`config.mk`:
```
export PLATFORM = sky130hd
export DESIGN_NAME = i2c_master_ctrl
export DESIGN_NICKNAME = d
export VERILOG_FILES = /design/src/rtl/i2c_master_ctrl.sv
export SDC_FILE = /design/constraint.sdc
export NUM_CORES = 1
export LEC_CHECK = 0
export BUFFER_PORTS_ARGS = -buffer_cell sky130_fd_sc_hd__buf_2
export CAP_MARGIN = 40
export CORE_MARGIN = 2
export CORE_UTILIZATION = 59
export CTS_CLUSTER_SIZE = 40
export DETAILED_ROUTE_END_ITERATION = 7
export PLACE_DENSITY = 0.82
export SLEW_MARGIN = 30
export SYNTH_ARGS = -nofsm -noshare
export SYNTH_HDL_FRONTEND = slang
export SYNTH_SLANG_ARGS = --single-unit
```
`constraint.sdc`:
```
create_clock -name clk -period 2.9 [get_ports clk]
set_input_delay 0.58 -clock clk [delete_from_list [all_inputs] [get_ports clk]]
set_output_delay 0.58 -clock clk [all_outputs]
set_load 0.05 [all_outputs]
```
`src/rtl/i2c_master_ctrl.sv`:
```
//==============================================================================
// Module : i2c_master_ctrl
// Brief  : Single-master I2C controller issuing one-byte memory read/write
//          transactions (START, addr+R/W, ACK, data, ACK/NACK, STOP).
// Rev    : 1.0 - initial release
//==============================================================================
`default_nettype none

module i2c_master_ctrl #(
  parameter int data_wd = 8,
  parameter int addr_wd = 7,
  parameter int CLK_DIV = 4
) (
  input  logic               clk,
  input  logic               rst_n,
  input  logic               cmd_valid,
  output logic               cmd_ready,
  input  logic               cmd_rw,
  input  logic [addr_wd-1:0] cmd_addr,
  input  logic [data_wd-1:0] cmd_wdata,
  output logic               rsp_valid,
  output logic [data_wd-1:0] rsp_rdata,
  output logic               rsp_nack,
  output logic               busy,
  output logic               scl,
  output logic               sda_oe,
  input  logic               sda_in
);

  localparam int DIV_W = (CLK_DIV > 1) ? $clog2(CLK_DIV) : 1;
  localparam int BIT_W = $clog2(addr_wd + data_wd + 1);
  localparam logic [DIV_W-1:0] DIV_LAST  = DIV_W'(CLK_DIV - 1);
  localparam logic [BIT_W-1:0] ADDR_LAST = BIT_W'(addr_wd);
  localparam logic [BIT_W-1:0] DATA_LAST = BIT_W'(data_wd - 1);

  typedef enum logic [2:0] {
    S_IDLE  = 3'd0,
    S_START = 3'd1,
    S_ADDR  = 3'd2,
    S_AACK  = 3'd3,
    S_WDATA = 3'd4,
    S_RDATA = 3'd5,
    S_DACK  = 3'd6,
    S_STOP  = 3'd7
  } state_t;

  state_t             state;
  state_t             state_nxt;
  logic [DIV_W-1:0]   div_cnt;
  logic [1:0]         quarter;
  logic [BIT_W-1:0]   bit_cnt;
  logic               rw_lat;
  logic [addr_wd:0]   addr_sh;   // {address, R/W}, shifted out MSB first
  logic [data_wd-1:0] data_sh;   // write byte out / read byte in
  logic               nack_flag;

  logic tick;
  logic sample;
  logic bit_end;
  logic accept;

  assign tick    = (div_cnt == DIV_LAST);
  assign sample  = tick && (quarter == 2'd2);   // last clk of Q2
  assign bit_end = tick && (quarter == 2'd3);   // last clk of Q3
  assign accept  = cmd_valid && cmd_ready;
  assign busy    = (state != S_IDLE) || rsp_valid;

  // State register
  always_ff @(posedge clk or negedge rst_n) begin
    if (!rst_n) state <= S_IDLE;
    else        state <= state_nxt;
  end

  // Next-state and bus pin decode; scl is high in Q2/Q3 of every bit period
  always_comb begin
    state_nxt = state;
    cmd_ready = 1'b0;
    scl       = 1'b1;
    sda_oe    = 1'b0;
    case (state)
      S_IDLE: begin
        cmd_ready = 1'b1;
        if (cmd_valid) state_nxt = S_START;
      end
      S_START: begin
        sda_oe = quarter[1];
        if (bit_end) state_nxt = S_ADDR;
      end
      S_ADDR: begin
        scl    = quarter[1];
        sda_oe = ~addr_sh[addr_wd];
        if (bit_end && bit_cnt == ADDR_LAST) state_nxt = S_AACK;
      end
      S_AACK: begin
        scl = quarter[1];
        if (bit_end) begin
          if (nack_flag)   state_nxt = S_STOP;
          else if (rw_lat) state_nxt = S_RDATA;
          else             state_nxt = S_WDATA;
        end
      end
      S_WDATA: begin
        scl    = quarter[1];
        sda_oe = ~data_sh[data_wd-1];
        if (bit_end && bit_cnt == DATA_LAST) state_nxt = S_DACK;
      end
      S_RDATA: begin
        scl = quarter[1];
        if (bit_end && bit_cnt == DATA_LAST) state_nxt = S_DACK;
      end
      S_DACK: begin
        scl = quarter[1];
        if (bit_end) state_nxt = S_STOP;
      end
      S_STOP: begin
        scl    = quarter[1];
        sda_oe = (quarter != 2'd3);
        if (bit_end) state_nxt = S_IDLE;
      end
      default: state_nxt = S_IDLE;
    endcase
  end

  // Quarter-period divider and per-state bit counter, parked at zero in IDLE
  always_ff @(posedge clk or negedge rst_n) begin
    if (!rst_n) begin
      div_cnt <= '0;
      quarter <= 2'd0;
      bit_cnt <= '0;
    end else if (state == S_IDLE) begin
      div_cnt <= '0;
      quarter <= 2'd0;
      bit_cnt <= '0;
    end else begin
      div_cnt <= tick ? '0 : div_cnt + DIV_W'(1);
      if (tick) quarter <= quarter + 2'd1;
      if (bit_end) bit_cnt <= (state_nxt != state) ? '0 : bit_cnt + BIT_W'(1);
    end
  end

  // Command capture, shift registers and NACK tracking
  always_ff @(posedge clk or negedge rst_n) begin
    if (!rst_n) begin
      rw_lat    <= 1'b0;
      addr_sh   <= '0;
      data_sh   <= '0;
      nack_flag <= 1'b0;
    end else if (accept) begin
      rw_lat    <= cmd_rw;
      addr_sh   <= {cmd_addr, cmd_rw};
      data_sh   <= cmd_rw ? '0 : cmd_wdata;
      nack_flag <= 1'b0;
    end else begin
      if (bit_end && state == S_ADDR)
        addr_sh <= {addr_sh[addr_wd-1:0], 1'b0};
      if (bit_end && state == S_WDATA)
        data_sh <= {data_sh[data_wd-2:0], 1'b0};
      if (sample && state == S_RDATA)
        data_sh <= {data_sh[data_wd-2:0], sda_in};
      if (sample && sda_in && (state == S_AACK || (state == S_DACK && !rw_lat)))
        nack_flag <= 1'b1;
    end
  end

  // Response pulse on the cycle after the last STOP clock; data held until next completion
  always_ff @(posedge clk or negedge rst_n) begin
    if (!rst_n) begin
      rsp_valid <= 1'b0;
      rsp_rdata <= '0;
      rsp_nack  <= 1'b0;
    end else begin
      rsp_valid <= (state == S_STOP) && bit_end;
      if ((state == S_STOP) && bit_end) begin
        rsp_nack  <= nack_flag;
        rsp_rdata <= (rw_lat && !nack_flag) ? data_sh : '0;
      end
    end
  end

endmodule

`default_nettype wire

```
==> results.ini, run 1 <==
[status]
status=complete, no violations

[floorplan]
coreArea_sq_um=3280
io_pins=34
rows=21
die_x_microns=62.2
design.die.area_sq_um=3870
dieHeight_microns=62.2
start_util_pct=60.8

[pwr]
clockPowerShare_pct=32.2
swShare_pct=23.0
p_int_w=0.000650
power_frac_comb_pct=3.4
seqPwrFrac_pct=64.4
peakVddDrop_uv=291
pwr_density_cell_nw_per_um2=381
switching_power_w=0.000194
p_leak_nw=0.993

[yosys]
yosysTopAreaCell=dfrtp_1
synth.ff_latch_count=39
synth.area.top_cells=dfrtp_1, mux2i_1, nand2_1
yosysMostFrequentCell=dfrtp_1
ys_seq_area_share_pct=48.9
syn-num-nets=226
async_flop_share_pct=100
synth_flop_cell=dfrtp_1
synthCells=202
synth_warnings=0
yosys-top-cells-count=dfrtp_1, nand2_1, o21ai_0, mux2i_1, nand3b_1
avgSynthCellArea_sq_um=9.89
synth-edff-count=0
synth_top_area_share_pct=48.9
syn_area_sq_um=2000
ys_types=44

[global_routing]
use_met2_pct=34.8
grtUsageTotal_pct=21.9
grt_use_met1_pct=29.5
grt_overflow=0
antenna_found_initial=0
use_met3_pct=5.07
grt_pass1_vias=1483
grt_max_degree=34
grt_pass1_wl_microns=6750
grt-busiest-layer=met2

[critical_path]
cp.arrival_ns=1.82
crit_fanout=17
critical_path_class=reg2out
ff2ff_path_depth=5
setup.worst_path.end_class=output port
required_ns=2.32
cp-start-kind=register

[routing]
drt_iter0_markers=109
wire_per_inst_microns=13.5
drt_pre_antenna_iters=4
drc=0
routed_wl_microns=3750
ant_nets=0
viasPerCell=5.58
num_vias=1550

[hold_path]
hp-class=in2async

[timing]
fin_setup_tns_ns=0
slew_viol_final=0
fin_skew_ns=0.0166
holdWs_ns=0.0851
setup_violations=0
max_slew.worst_pin.slew_ns=0.558
finalCriticalPeriod_ns=2.40
max_freq_mhz=416
timing.final.crit_share_pct=82.8
rsz0062_at_grt=false
relSlewSlack_pct=62.8
hold_viol_final=0

[clocking]
cts.clk_slew.worst_paths_ns=0.13
clk_latency_ns=0.34
cts-buffers-inserted=5
cts-htree-levels=2
root_buffer=clkbuf_4
hold_buffers=0
cts_tree=built
cts.repair.resized=0
post-cts-setup-buffer-count=0
clock_path_buffers=2
clock_sinks=39

[place]
dp_hpwl_microns=2690
port_buffers=33
dp_cells=270
gp_congestion=0.812

[flow_run]
maxCapViolations=0

[final_layout]
fin_cells=278
nets=255
utilization_pct=67.5
n_antenna_cell=0
area_growth_pct=11.0
final_layout_size_suffix_gt1_share_pct=21.6

sequential cells by signal, indices dropped and copies added, names as in the netlist:
name	count
addr_sh	8
data_sh	8
rsp_rdata	8
bit_cnt	4
state	3
div_cnt	2
quarter	2
nack_flag	1
rsp_nack	1
rsp_valid	1
rw_lat	1
power by group through the flow:
stage | registers [W] | logic (W) | clock network, W
after global placement | 0.000554 | 0.0000262 | 0
after global routing | 0.000544 | 0.0000323 | 0.000311
after floorplan | 0.000554 | 0.00000180 | 0
final | 0.000544 | 0.0000286 | 0.000271
after CTS | 0.000544 | 0.0000297 | 0.000284
after detailed placement | 0.000554 | 0.0000296 | 0
stage by stage:
step,total power (W),worst slack [ns],area [sq um]
after detailed placement,0.000584,0.900,2160
after global routing,0.000887,0.387,2220
after CTS,0.000857,0.504,2220
final,0.000844,0.499,2220
after global placement,0.000580,0.906,2140
after floorplan,0.000556,0.610,2000
per-layer routing:
layer | vias up | part of all wire, %
met5 | - | 0
met4 | 0 | 0.93
met3 | 4 | 4.8
met2 | 40 | 48
met1 | 734 | 46
li1 | 772 | -
cell families (layout without fill, tap and decap cells):
| group | count (synthesis) | after routing | synth area share, % |
|---|---|---|---|
| multiplexers | 16 | 16 | 8.15 |
| XOR/XNOR | 2 | 2 | 0.877 |
| AND/OR/NAND/NOR | 78 | 78 | 20.1 |
| adder cells (fa/ha/maj) | 4 | 4 | 2.51 |
| AO/OA/AOI/OAI | 44 | 44 | 13.8 |
| buffers and inverters | 19 | 49 | 5.70 |
| flip-flops | 39 | 39 | 48.9 |
worst paths after layout:
path	startpoint	end	slack [ns]
max in group asynchronous	rst_n	state[0]	2.37
min	rst_n	quarter[1]	0.09
max reg2reg	state[1]	bit_cnt[1]	0.93
min in group clk	cmd_addr[4]	addr_sh[5]	0.44
max	state[1]	busy	0.50
min reg2reg	div_cnt[0]	div_cnt[0]	0.45
layout by cell type, fill, tap and decap left out, types with 2 or more instances in the layout:
cell	instances
dfrtp_1	39
nand2_1	34
buf_2	33
o21ai_0	25
mux2i_1	14
nand3b_1	10
nor2_1	9
inv_1	5
nand3_1	5
clkbuf_4	5
nor3_1	4
ha_1	4
a31oi_1	2
a221oi_1	2
a21oi_1	2
and2_1	2
a32oi_1	2
xnor2_1	2
nand2b_1	2
o32ai_1	2
and3_1	2
mux2_2	2
nor3b_1	2
clkinvlp_4	2
buf_4	2
layout make-up:
class / instances / area, sq um
multi-input cells: 144 / 907
fillers: 270 / 1070
well taps: 46 / 57.6
flip-flops and latches: 39 / 976
inverters: 5 / 18.8
clock inverters: 3 / 20.0
repair buffers: 36 / 200
clock buffers: 5 / 37.5
critical path, cell delays in order (launching register included):
cell and delay, ns:
dfrtp_1 0.59, nor3_4 0.43, or2b_1 0.26, buf_2 0.20
Note: power is estimated with default switching activity, not from simulation.
==> run 2, diff against run 1 <==
--- a/config.mk
+++ b/config.mk
@@ -8,10 +8,10 @@
 export BUFFER_PORTS_ARGS = -buffer_cell sky130_fd_sc_hd__buf_2
 export CAP_MARGIN = 40
 export CORE_MARGIN = 2
-export CORE_UTILIZATION = 59
+export CORE_UTILIZATION = 50
 export CTS_CLUSTER_SIZE = 40
 export DETAILED_ROUTE_END_ITERATION = 7
-export PLACE_DENSITY = 0.82
+export PLACE_DENSITY = 0.74
 export SLEW_MARGIN = 30
 export SYNTH_ARGS = -nofsm -noshare
 export SYNTH_HDL_FRONTEND = slang
==> constraint.sdc (replaced) <==
create_clock -name clk -period 2.2 [get_ports clk]
set_input_delay 0.44 -clock clk [delete_from_list [all_inputs] [get_ports clk]]
set_output_delay 0.44 -clock clk [all_outputs]
set_load 0.05 [all_outputs]
==> run 2 against run 1 <==
Clock-buffer cell count rose by 1. Non-clock buffer count rose by 3. Setup slack got worse by 0.30 ns. Critical path type unchanged. Largest cell class unchanged.
==> results.ini, run 2 (synthesized netlist as in run 1, its figures left out) <==
[critical_path]
setup.worst_path.end_class=output port
critical_path_class=reg2out
path_delay_family=flip-flops
cp-start-kind=register
max_stage_delay_ns=0.54
required_ns=1.76
worst-path-buf-inv=2
cp_cell_sequence=nor3_4, buf_4, buf_2
crit_fanout=12
cp.arrival_ns=1.56
worst-r2r-setup-slack_ns=0.42
cp_slowest_cell=dfrtp_1

[timing]
timing.final.crit_share_pct=91.0
max_freq_mhz=499
rsz0062_at_grt=false
setup_violations=0
fin_skew_ns=0.00495
slew_viol_final=0
relSlewSlack_pct=66.4
finalCriticalPeriod_ns=2.00
hold_viol_final=0
max_slew.worst_pin.slew_ns=0.505
fin_setup_tns_ns=0

[routing]
viasPerCell=5.28
wire_per_inst_microns=13.2
num_vias=1495
drt_iter0_markers=67
ant_nets=0
routed_wl_microns=3740
drt_pre_antenna_iters=4
drc=0

[final_layout]
multiInputGateArea_sq_um=907
area_growth_pct=13.2
n_antenna_cell=0
final_cell_mix=dfrtp_1, nand2_1, buf_2, o21ai_0, mux2i_1
final_layout_size_suffix_gt1_share_pct=23.0
nets=258
fillers=358
reg.largest.list=addr_sh x8, data_sh x8, rsp_rdata x8
register_area_sq_um=978
final_common_cell=dfrtp_1

[floorplan]
rows=22
die_x_microns=67.2
design.die.area_sq_um=4520
io_pins=34
dieHeight_microns=67.2
start_util_pct=53.3
coreArea_sq_um=3740

[pwr]
switching_power_w=0.000265
peakVddDrop_uv=406
total_power_w=0.00122
pwr_density_cell_nw_per_um2=540
power_frac_comb_pct=2.9
seqPwrFrac_pct=58.8
clockPowerShare_pct=38.3
p_int_w=0.000954
swShare_pct=21.8
p_leak_nw=1.02

[place]
dp_hpwl_microns=2760
gp_congestion=0.915
port_buffers=33

[clocking]
cts_tree=built
root_buffer=clkbuf_8
clock_sinks=39
cts.clk_slew.worst_paths_ns=0.07
post-cts-setup-buffer-count=0
clock_path_buffers=2
cts.repair.resized=0
clk_latency_ns=0.29
cts-htree-levels=2
hold_buffers=0
cts-buffers-inserted=5

[global_routing]
grt_overflow=0
grtUsageTotal_pct=18.5
grt_max_degree=33
antenna_found_initial=0
grt_pass1_wl_microns=6110
grt_pass1_vias=1326

[flow_run]
maxCapViolations=0

[hold_path]
hp-class=in2async

[status]
status=complete, no violations

-- run 2: per-layer routing --
metal  up-vias  part of all wire (%)  GRT usage, %
met5         -                     0             0
met4         0                   1.3          6.89
met3         5                   4.7          5.00
met2        37                    48          29.2
met1       682                    46          24.5
li1        771                     -             -
-- run 2: final cells by class --
class | instances | area share, %
timing repair buffer | 39 | 9.30
clock buffer | 6 | 3.21
sequential | 39 | 43.3
inverter | 5 | 0.831
clock inverter | 2 | 0.554
multi-input combinational | 144 | 40.1
tap | 48 | 2.66
-- run 2: path summary, 6_finish.rpt --
check	startpoint	endpoint	cells past startpoint
worst min-delay path	rst_n	bit_cnt[1]	1
max in group asynchronous	rst_n	rsp_valid	2
worst min register to register	div_cnt[0]	div_cnt[0]	1
worst max register to register	state[2]	data_sh[4]	4
worst max-delay path	state[2]	cmd_ready	3
min in group clk	cmd_addr[4]	addr_sh[5]	3
-- run 2: power groups by stage --
stage | Sequential [W] | Clock, W | Combinational, W
2_1_floorplan | 0.000731 | 0 | 0.00000237
3_3_place_gp | 0.000730 | 0 | 0.0000370
3_5_place_dp | 0.000730 | 0 | 0.0000371
4_1_cts | 0.000716 | 0.000476 | 0.0000372
5_1_grt | 0.000716 | 0.000522 | 0.0000406
6_report | 0.000716 | 0.000467 | 0.0000358
-- run 2: per-stage QoR --
step / instances / util (%) / hold WS, ns / cell area [sq um] / worst slack [ns]
after floorplan: 202 / - / 0.144 / 2000 / 0.0500
after global placement: 275 / 58.0 / 0.428 / 2170 / 0.418
after detailed placement: 275 / 58.0 / 0.434 / 2170 / 0.388
after CTS: 283 / 60.3 / 0.119 / 2260 / 0.0687
after global routing: 283 / 60.4 / 0.133 / 2260 / 0.0944
final: 283 / 60.4 / 0.107 / 2260 / 0.198
